[src/rtl/shift_arbiter.sv]
// Two-requester round-robin front end for a single shared 32-bit left shifter.
// Right shifts go through the shifter by bit reversal; an arithmetic shift of a negative operand uses a second mask pass.

module shift_left32 (
    input  logic [31:0] dataA,
    input  logic [4:0]  dataB,
    output logic [31:0] dataOut
);
    assign dataOut = dataA << dataB;
endmodule

// state | meaning
// IDLE  | arbitrate between requesters, accept one transfer
// PASS1 | main shift pass, result registered
// PASS2 | sign-fill mask pass for SRA of a negative operand
// RESP  | hold response until rsp_ready
module shift_arbiter (
    input  logic        clk,
    input  logic        rst_n,
    input  logic        req0_valid,
    output logic        req0_ready,
    input  logic [1:0]  req0_op,
    input  logic [31:0] req0_data,
    input  logic [4:0]  req0_shamt,
    input  logic        req1_valid,
    output logic        req1_ready,
    input  logic [1:0]  req1_op,
    input  logic [31:0] req1_data,
    input  logic [4:0]  req1_shamt,
    output logic        rsp_valid,
    input  logic        rsp_ready,
    output logic        rsp_id,
    output logic [31:0] rsp_data
);
    typedef enum logic [1:0] {IDLE, PASS1, PASS2, RESP} state_t;

    localparam logic [1:0] OP_SLL  = 2'b00;
    localparam logic [1:0] OP_SRL  = 2'b01;
    localparam logic [1:0] OP_SRA  = 2'b10;
    localparam logic [1:0] OP_PASS = 2'b11;

    state_t      state_q, state_d;
    logic        last_grant_q, last_grant_d;
    logic [1:0]  op_q, op_d;
    logic [31:0] data_q, data_d;
    logic [4:0]  shamt_q, shamt_d;
    logic        id_q, id_d;
    logic [31:0] result_q, result_d;

    logic        grant0, grant1;
    logic [31:0] sh_a;
    logic [4:0]  sh_b;
    logic [31:0] sh_out;

    function automatic logic [31:0] bit_rev(input logic [31:0] x);
        logic [31:0] r;
        for (int i = 0; i < 32; i++) r[i] = x[31-i];
        return r;
    endfunction

    shift_left32 u_shl (
        .dataA  (sh_a),
        .dataB  (sh_b),
        .dataOut(sh_out)
    );

    // Requester 0 wins unless requester 1 also asks and 0 was served last.
    always_comb begin
        grant0     = req0_valid && (!req1_valid || last_grant_q);
        grant1     = req1_valid && !grant0;
        req0_ready = (state_q == IDLE) && grant0;
        req1_ready = (state_q == IDLE) && grant1;
    end

    always_comb begin
        state_d      = state_q;
        last_grant_d = last_grant_q;
        op_d         = op_q;
        data_d       = data_q;
        shamt_d      = shamt_q;
        id_d         = id_q;
        result_d     = result_q;
        sh_a         = 32'h0;
        sh_b         = 5'd0;

        case (state_q)
            IDLE: begin
                if (grant0) begin
                    op_d         = req0_op;
                    data_d       = req0_data;
                    shamt_d      = req0_shamt;
                    id_d         = 1'b0;
                    last_grant_d = 1'b0;
                    state_d      = PASS1;
                end else if (grant1) begin
                    op_d         = req1_op;
                    data_d       = req1_data;
                    shamt_d      = req1_shamt;
                    id_d         = 1'b1;
                    last_grant_d = 1'b1;
                    state_d      = PASS1;
                end
            end
            PASS1: begin
                case (op_q)
                    OP_SLL: begin
                        sh_a     = data_q;
                        sh_b     = shamt_q;
                        result_d = sh_out;
                    end
                    OP_SRL, OP_SRA: begin
                        sh_a     = bit_rev(data_q);
                        sh_b     = shamt_q;
                        result_d = bit_rev(sh_out);
                    end
                    default: begin
                        sh_a     = data_q;
                        sh_b     = 5'd0;
                        result_d = sh_out;
                    end
                endcase
                state_d = ((op_q == OP_SRA) && data_q[31]) ? PASS2 : RESP;
            end
            PASS2: begin
                // Ones shifted left leave shamt zeros at the bottom; inverted and reversed that is the sign fill.
                sh_a     = 32'hFFFF_FFFF;
                sh_b     = shamt_q;
                result_d = result_q | bit_rev(~sh_out);
                state_d  = RESP;
            end
            RESP: begin
                if (rsp_ready) state_d = IDLE;
            end
            default: state_d = IDLE;
        endcase
    end

    always_ff @(posedge clk) begin
        if (!rst_n) begin
            state_q      <= IDLE;
            last_grant_q <= 1'b1;
            op_q         <= 2'b00;
            data_q       <= 32'h0;
            shamt_q      <= 5'd0;
            id_q         <= 1'b0;
            result_q     <= 32'h0;
        end else begin
            state_q      <= state_d;
            last_grant_q <= last_grant_d;
            op_q         <= op_d;
            data_q       <= data_d;
            shamt_q      <= shamt_d;
            id_q         <= id_d;
            result_q     <= result_d;
        end
    end

    assign rsp_valid = (state_q == RESP);
    assign rsp_id    = id_q;
    assign rsp_data  = result_q;

endmodule
[config.mk]
export PLATFORM = sky130hd
export DESIGN_NAME = shift_arbiter
export DESIGN_NICKNAME = d
export VERILOG_FILES = /design/src/rtl/shift_arbiter.sv
export SDC_FILE = /design/constraint.sdc
export NUM_CORES = 1
export LEC_CHECK = 0
export ABC_AREA = 0
export CAP_MARGIN = 5
export CORE_MARGIN = 10
export CORE_UTILIZATION = 50
export CTS_CLUSTER_SIZE = 12
export DETAILED_ROUTE_END_ITERATION = 8
export DONT_BUFFER_PORTS = 1
export RECOVER_POWER = 50
export SYNTH_ARGS = -nofsm -noshare
export SYNTH_HDL_FRONTEND = slang
export SYNTH_SLANG_ARGS = --single-unit
[constraint.sdc]
create_clock -name clk -period 7 [get_ports clk]
set_input_delay 0.7 -clock clk [delete_from_list [all_inputs] [get_ports clk]]
set_output_delay 0.7 -clock clk [all_outputs]
set_load 0.1 [all_outputs]
==> flow_metrics.tcl, run 1 <==
set metrics [dict create \
    final_max_slew_viol_count 42 \
    ios 119 \
    cellPowerDensity_nw_per_um2 588 \
    first_pass_iters 6 \
    fp.dieArea_sq_um 17700 \
    fill_cells 1234 \
    worstHoldEndpoint "last_grant_q" \
    yosys_warnings 0 \
    tns_ps 0 \
    start_kind "primary input" \
    cap_violations 1 \
    max_stage_delay_ps 1870 \
    avgRoutedWirePerCell_microns 24.2 \
    setup_ws_ps 2500 \
    yosys-top-cells-area "dfxtp_1 (24%), mux2i_1 (7.4%), a211oi_1 (6.9%), a21oi_1 (6.7%), mux2_2 (5.1%)" \
    antenna_found_initial 0 \
    grt-ovfl-total 0 \
    cts_buffers 9 \
    setup_viol 0 \
    synth_most_common_cell "a21oi_1" \
    grt_pass1_wl_microns 36100 \
    timing.critical_path.mode_cell "inv_1" \
    port-buffer-count 0 \
    final.period_utilization_pct 64.3 \
    rsz0062_at_grt "no" \
    cp_slowest_cell "clkbuf_1" \
    n_antenna_cell 0 \
    dp_hpwl_microns 16900 \
    timing.rr.start "state_q[0]" \
    drive_gt1_share_pct 11.7 \
    yosysTopAreaCellShare_pct 23.5 \
    crit_required_ps 6300 \
    syn_area_per_cell_sq_um 7.62 \
    cts.path.max_buffers 2 \
    synth_common_cells "a21oi_1 (85), nor2_1 (81), dfxtp_1 (75)" \
    clk_pin_slew_ps 60 \
    start_util_pct 50.8 \
    gp_routability_congestion 0.982 \
    synth_area_sq_um 6380 \
    hold_class "primary input to register" \
    vias_per_cell 7.06 \
    wirelength_microns 23300 \
    max-vdd-ir-drop_mv 0.518 \
    status "finished with violations" \
    worstHoldStart "rst_n" \
    rrSetupSlack_ps 2720 \
    critical_path_class "primary input to output pin" \
    synth_cell_types 76 \
    pre_cts_slack_ps 2890 \
    violations "max-capacitance violations, max-slew violations" \
    fin_nets 872 \
    core_area_sq_um 12600 \
    synth_edf_count 0 \
    drc 0 \
    vias 6773 \
    cts_tree "yes" \
    drt_iter0_drc 843 \
    ys_ff_latch 75 \
    hold_viol 0 \
    slew_headroom_pct -76.1 \
    grt_max_degree 79 \
    syn_nets 927 \
    clkSinkCount 75 \
    grt_use_total_pct 25.2 \
    ctsHoldBuffers 0 \
    max_freq_mhz 222 \
    async_reset_ff_share_pct 0 \
    cts_setup_buffers 0 \
    whs_path_depth 1 \
    grt_pass1_vias 6536 \
    end_kind "output pin" \
    ys.flop_type "dfxtp_1" \
    path_cells "inv_1 -> o21ai_4 -> clkbuf_1 -> nand3_1 -> inv_1" \
    clk-insertion-delay-late_ps 350 \
    antenna_left 0 \
    rows 41 \
    area_growth_syn_to_layout_pct 5.11 \
    r2r_cells 12 \
    yosysSeqAreaShare_pct 23.5 \
    skew_ps 7.38 \
    period_needed_ps 4500 \
    syn_inst 838 \
    arrival_ps 3800 \
    r2r-end "rsp_data[13]" \
    die_h_microns 133 \
    die_x_microns 133 \
    root_buffer "clkbuf_16" \
    cts-resized-gates 0 \
    cp_max_fo 41 \
    tightest_slew_ps 2640 \
    p_leak_nw 2.44 \
    htreeDepth 3 \
    yosysTopAreaCell "dfxtp_1" \
]
==> how the worst max path moves through the flow <==
stage                     slack (ps)  startpoint            to
final                           2500  req1_valid    req1_ready
after detailed placement        2890  state_q[0]   rsp_data[1]
after CTS                       2860  state_q[0]  rsp_data[20]
after global routing            2110  req1_valid    req1_ready
after global placement          2890  state_q[0]  rsp_data[20]
after floorplan                 3860  req1_valid    req0_ready
==> power breakdown <==
part | internal [mW] | switching [mW]
clock | 0.395 | 0.197
sequential | 0.585 | 0.560
combinational | 0.735 | 1.47
==> kinds of logic after synthesis <==
| kind of cell | count (synthesis) | share of synthesized area, % |
|---|---|---|
| flops | 75 | 23.5 |
| buf+inv | 95 | 7.09 |
| mux | 80 | 13.2 |
| fa+ha+maj | 6 | 1.18 |
| compound gates | 358 | 38.7 |
| simple gates | 224 | 16.3 |
==> cell usage in the layout, fill, tap and decap left out, types with 4 or more instances in the layout <==
cell type,count
a21oi_1,85
nor2_1,79
dfxtp_1,75
a211oi_1,59
nand2_1,56
o21ai_0,49
mux2i_1,47
nand3_1,30
mux2_2,29
o211ai_1,24
a31oi_1,15
buf_4,15
o22ai_1,14
nor3_1,13
o221ai_1,13
inv_1,10
clkbuf_16,9
o21ai_1,8
a221oi_1,8
and3_1,7
nand2b_1,6
a21o_1,6
a21oi_2,5
and2_1,5
a221o_1,5
a22oi_1,5
o31ai_1,5
o21a_1,5
ha_1,5
o2111ai_1,4
nand4_1,4
a211o_1,4
o31a_1,4
bufinv_16,4
==> flip-flops by register name (all words and copies together) (netlist names) <==
signal and count:
last_grant_q 1, data_q 32, state_q 2, op_q 2, shamt_q 5, rsp_id 1
rsp_data 32
==> layout make-up <==
cell class                      instances  area (sq um)  area share (%)
Multi-Input combinational cell        668          4450            66.4
Sequential cell                        75          1500            22.4
Clock buffer                           10           239            3.56
Tap cell                              172           215            3.21
Clock inverter                          6           136            2.03
Timing Repair Buffer                   16           116            1.73
Inverter                               13          48.8           0.727
==> per-layer routing <==
metal / GRT usage (%) / wire length, microns / up-vias
met2: 38.1 / 10300 / 414
li1: - / - / 3112
met5: 0 / 0 / -
met1: 31.6 / 9440 / 3177
met3: 9.50 / 2780 / 70
met4: 9.72 / 747 / 0
==> through the flow <==
stage               cell area, sq um  hold WS (ps)  utilization (%)  power [mW]  std cells
detailed placement              6340           505             50.4        3.28        944
finish                          6710           423             53.4        3.95        960
global route                    6710           420             53.4        4.15        960
global placement                6340           496             50.4        3.26        944
floorplan                       6380           442                -        2.78        838
CTS                             6720           419             53.4        3.88        960
==> critical path, delay by kind of cell <==
family | cells | cell delay, ps
buffers and inverters | 3 | 2650
AOI/OAI and AO/OA | 1 | 100
and+or+nand+nor | 1 | 350
No activity file was read; power rests on OpenSTA's default activity.
==> inputs of run 2 (changes only) <==
PLACE_DENSITY = 0.68   (was unset)
clock period = 3.93 ns   (was 7 ns; I/O delays follow)
==> run 2 against run 1 <==
The run now ends clean. Die area did not move. Final area up 2.1%. Register-to-register slack worse by 2600 ps. First-iteration DRC count grew 17%. Critical path type is now register to register. Highest routed layer unchanged.
==> flow_metrics.tcl, run 2 (synthesized netlist as in run 1, its figures left out) <==
set metrics [dict create \
    critical_path_class "register to register" \
    cellPowerDensity_nw_per_um2 1050 \
    cts_tree "yes" \
    vias 6993 \
    finish.utilization_pct 54.5 \
    ctsHoldBuffers 0 \
    hold_class "primary input to register" \
    port-buffer-count 0 \
    grt_use_total_pct 27.8 \
    grt_pass1_vias 6716 \
    setup_viol 0 \
    clk-insertion-delay-late_ps 350 \
    cts.path.max_buffers 2 \
    period_needed_ps 3760 \
    wirelength_microns 25400 \
    p_leak_nw 2.54 \
    crit_required_ps 4190 \
    gp_routability_congestion 1.06 \
    htreeDepth 3 \
    root_buffer "clkbuf_16" \
    r2r-end "rsp_data[20]" \
    drive_gt1_share_pct 13.9 \
    grt_pass1_wl_microns 39500 \
    tns_ps 0 \
    area_growth_syn_to_layout_pct 7.35 \
    max-vdd-ir-drop_mv 0.729 \
    antenna_found_initial 0 \
    grt-ovfl-total 0 \
    cts_buffers 9 \
    final_max_slew_viol_count 0 \
    dp_hpwl_microns 19200 \
    crit_start "state_q[1]" \
    die_x_microns 133 \
    die_h_microns 133 \
    start_util_pct 50.8 \
    antenna_left 0 \
    cap_violations 0 \
    skew_ps 7.50 \
    clkSinkCount 75 \
    final.period_utilization_pct 95.8 \
    ios 119 \
    stdcell_count 980 \
    end_kind "register" \
    slew_headroom_pct 15.6 \
    drt_iter0_drc 984 \
    drc 0 \
    tightest_slew_ps 1270 \
    core_area_sq_um 12600 \
    grt_max_degree 79 \
    cp_max_fo 22 \
    arrival_ps 4020 \
    rows 41 \
    first_pass_iters 7 \
    fp.dieArea_sq_um 17700 \
    cts_setup_buffers 0 \
    r2r_cells 10 \
    cts-resized-gates 0 \
    n_antenna_cell 0 \
    clk_pin_slew_ps 60 \
    hold_viol 0 \
    rrSetupSlack_ps 170 \
    final_common_cell "a21oi_1" \
    timing.rr.start "state_q[1]" \
    vias_per_cell 7.14 \
    fin_nets 892 \
    start_kind "register" \
    max_freq_mhz 266 \
    avgRoutedWirePerCell_microns 25.9 \
    final_cell_mix "a21oi_1 (85), nor2_1 (79), dfxtp_1 (75)" \
    crit_end "rsp_data[20]" \
    status "finished clean" \
    dp.cells 964 \
    rsz0062_at_grt "no" \
]
run 2: cell types whose count changed in the layout (fill, tap and decap cells not counted):
cell,before,now
buf_4,15,32
clkinv_4,1,0
buf_12,0,3
clkbuf_8,1,2
clkinv_2,0,1
bufinv_16,4,2
clkbuf_2,0,1
run 2: per-layer routing:
layer	routed length (microns)	track usage, %
met1	10600	36.7
met2	11000	41.6
met3	2860	7.34
met4	871	11.4
met5	0	0
run 2: per-stage QoR:
stage	setup slack (ps)	instance area, sq um	hold WS [ps]	total power [mW]
after floorplan	1300	6380	442	4.95
after global placement	228	6530	478	6.07
after detailed placement	299	6530	483	6.09
after CTS	272	6860	125	7.04
after global routing	9.11	6850	132	7.52
final	165	6850	125	7.17
run 2: power by group:
part	switching [mW]	leakage [nW]	internal, mW
logic	2.73	1.76	1.45
clock network	0.343	0.159	0.590
registers	1.01	0.622	1.04
total	4.09	2.54	3.08
run 2: worst max-delay path: stages, from the launching register on:
cell and delay, ps:
dfxtp_1 400, inv_1 80, ha_1 830, and4b_1 460, buf_4 210, a21oi_1 100, o21ai_1 230, a22oi_1 190
a31oi_1 630, a21oi_1 190, a2111oi_2 340
run 2: worst min path at each step:
| stage | from | endpoint | slack (ps) | depth (start not counted) |
|---|---|---|---|---|
| 3_3_place_gp | rst_n | last_grant_q | 480 | 1 |
| 2_1_floorplan | last_grant_q | last_grant_q | 440 | 2 |
| 3_5_place_dp | rst_n | last_grant_q | 480 | 1 |
| 5_1_grt | rst_n | last_grant_q | 130 | 1 |
| 6_report | rst_n | last_grant_q | 130 | 1 |
| 4_1_cts | rst_n | last_grant_q | 130 | 1 |
run 2: area by class of cell:
type,instances,area (sq um)
Tap cell,172,215
Multi-Input combinational cell,668,4450
Clock inverter,4,72.6
Timing Repair Buffer,36,305
Clock buffer,12,256
Fill cell,1221,5710
Sequential cell,75,1500
Inverter,13,48.8
==> inputs of run 3 (changes only) <==
CORE_MARGIN = unset   (was 10)
==> run 3 against run 2 <==
Critical path depth unchanged. Highest routed layer unchanged. Worst hold slack worse by 4.6 ps. Utilization up 1.0 points.
==> flow_metrics.tcl, run 3 (synthesized netlist as in run 1, its figures left out) <==
set metrics [dict create \
    clk-insertion-delay-late_ps 350 \
    area_growth_syn_to_layout_pct 6.31 \
    r2r_cells 10 \
    ios 119 \
    path_delay_family "compound AO/OA/AOI/OAI gates" \
    wl_met1_microns 9450 \
    antenna_left 0 \
    die_h_microns 115 \
    vias 6945 \
    core_area_sq_um 12200 \
    fin_nets 890 \
    path_cells "inv_1 -> ha_2 -> buf_4 -> and3_1 -> a21oi_1 -> o211ai_1 -> nand3_1 -> a31oi_1 -> a21oi_1 -> a2111oi_2" \
    p_leak_nw 2.49 \
    tns_ps 0 \
    first_pass_iters 6 \
    grt_pass1_wl_microns 35800 \
    skew_ps 5.44 \
    gp_routability_congestion 1.01 \
    path_depth 10 \
    cp_slowest_cell "a31oi_1" \
    wirelength_microns 23000 \
    p_int_mw 2.97 \
    critical_path_class "register to register" \
    fill_cells 1212 \
    clkPwrFrac_pct 12.2 \
    start_kind "register" \
    grt_use_total_pct 35.7 \
    clkSinkCount 75 \
    start_util_pct 52.3 \
    cts-resized-gates 0 \
    top_layer_used "met4" \
    cts_setup_buffers 0 \
    hold_viol 0 \
    cts_buffers 9 \
    cp_num_buf_inv 2 \
    n_antenna_cell 0 \
    cts.path.max_buffers 2 \
    max_stage_delay_ps 700 \
    cts_tree "yes" \
    cellPowerDensity_nw_per_um2 1030 \
    htreeDepth 3 \
    timing.critical_path.mode_cell "a21oi_1" \
    avgRoutedWirePerCell_microns 23.7 \
    final_common_cell "a21oi_1" \
    rsz0062_at_grt "no" \
    tightest_slew_ps 1360 \
    drive_gt1_share_pct 13.5 \
    port-buffer-count 0 \
    wl_met3_microns 2640 \
    grt-ovfl-total 0 \
    wl_met2_microns 9940 \
    rows 40 \
    crit_required_ps 4190 \
    status "finished clean" \
    max_freq_mhz 287 \
    period_needed_ps 3480 \
    setup_viol 0 \
    root_buffer "clkbuf_16" \
    final_max_slew_viol_count 0 \
    final_cell_mix "a21oi_1 (85), nor2_1 (79), dfxtp_1 (75)" \
    dp_hpwl_microns 17000 \
    fp.dieArea_sq_um 13200 \
    grt_pass1_vias 6448 \
    cp_max_fo 32 \
    antenna_found_initial 0 \
    end_kind "register" \
    vias_per_cell 7.13 \
    seqPwrFrac_pct 29.2 \
    arrival_ps 3740 \
    switchingPower_mw 4.02 \
    setup_ws_ps 446 \
    pre_cts_slack_ps 618 \
    max-vdd-ir-drop_mv 0.723 \
    clk_pin_slew_ps 60 \
    slew_headroom_pct 9.50 \
    ctsHoldBuffers 0 \
    die_x_microns 115 \
    grt_max_degree 79 \
    cap_violations 0 \
    final.period_utilization_pct 88.6 \
    drt_iter0_drc 931 \
    whs_path_depth 1 \
    swShare_pct 57.5 \
    combinationalPowerShare_pct 58.6 \
    hold_class "primary input to register" \
    drc 0 \
]
## run 3: metal layers
metal  vias to the layer above  GRT usage, %
li1                       3165             -
met1                      3235          47.6
met2                       463          52.8
met3                        82          9.38
met4                         0          18.5
met5                         -             0
## run 3: power by group through the flow
stage | clock (mW) | combinational [mW] | sequential (mW)
after floorplan | 0 | 3.01 | 1.94
after global placement | 0 | 3.93 | 2.04
after detailed placement | 0 | 3.94 | 2.05
after CTS | 0.860 | 3.96 | 2.04
after global routing | 0.890 | 4.39 | 2.08
final | 0.851 | 4.10 | 2.04
## run 3: final cells by class
class	instances	area [sq um]	area share (%)
Multi-Input combinational cell	668	4450	65.6
Sequential cell	75	1500	22.1
Timing Repair Buffer	34	278	4.09
Clock buffer	11	233	3.43
Tap cell	168	210	3.10
Clock inverter	5	62.6	0.922
Inverter	13	48.8	0.719
## run 3: per-stage QoR
stage / area, sq um / std cells / total power, mW / hold slack, ps / utilization [%]
6_report: 6790 / 974 / 6.99 / 121 / 55.6
5_1_grt: 6790 / 974 / 7.36 / 114 / 55.6
4_1_cts: 6790 / 974 / 6.86 / 113 / 55.6
3_5_place_dp: 6490 / 958 / 5.99 / 480 / 53.2
3_3_place_gp: 6490 / 958 / 5.97 / 473 / 53.2
2_1_floorplan: 6380 / 838 / 4.95 / 442 / -
## run 3: path summary, 6_finish.rpt
| check | from | to | slack [ps] |
|---|---|---|---|
| setup / recovery | state_q[0] | rsp_data[20] | 450 |
| hold / removal | rst_n | last_grant_q | 120 |
| setup reg to reg | state_q[0] | rsp_data[20] | 450 |
| hold reg to reg | data_q[14] | data_q[14] | 510 |
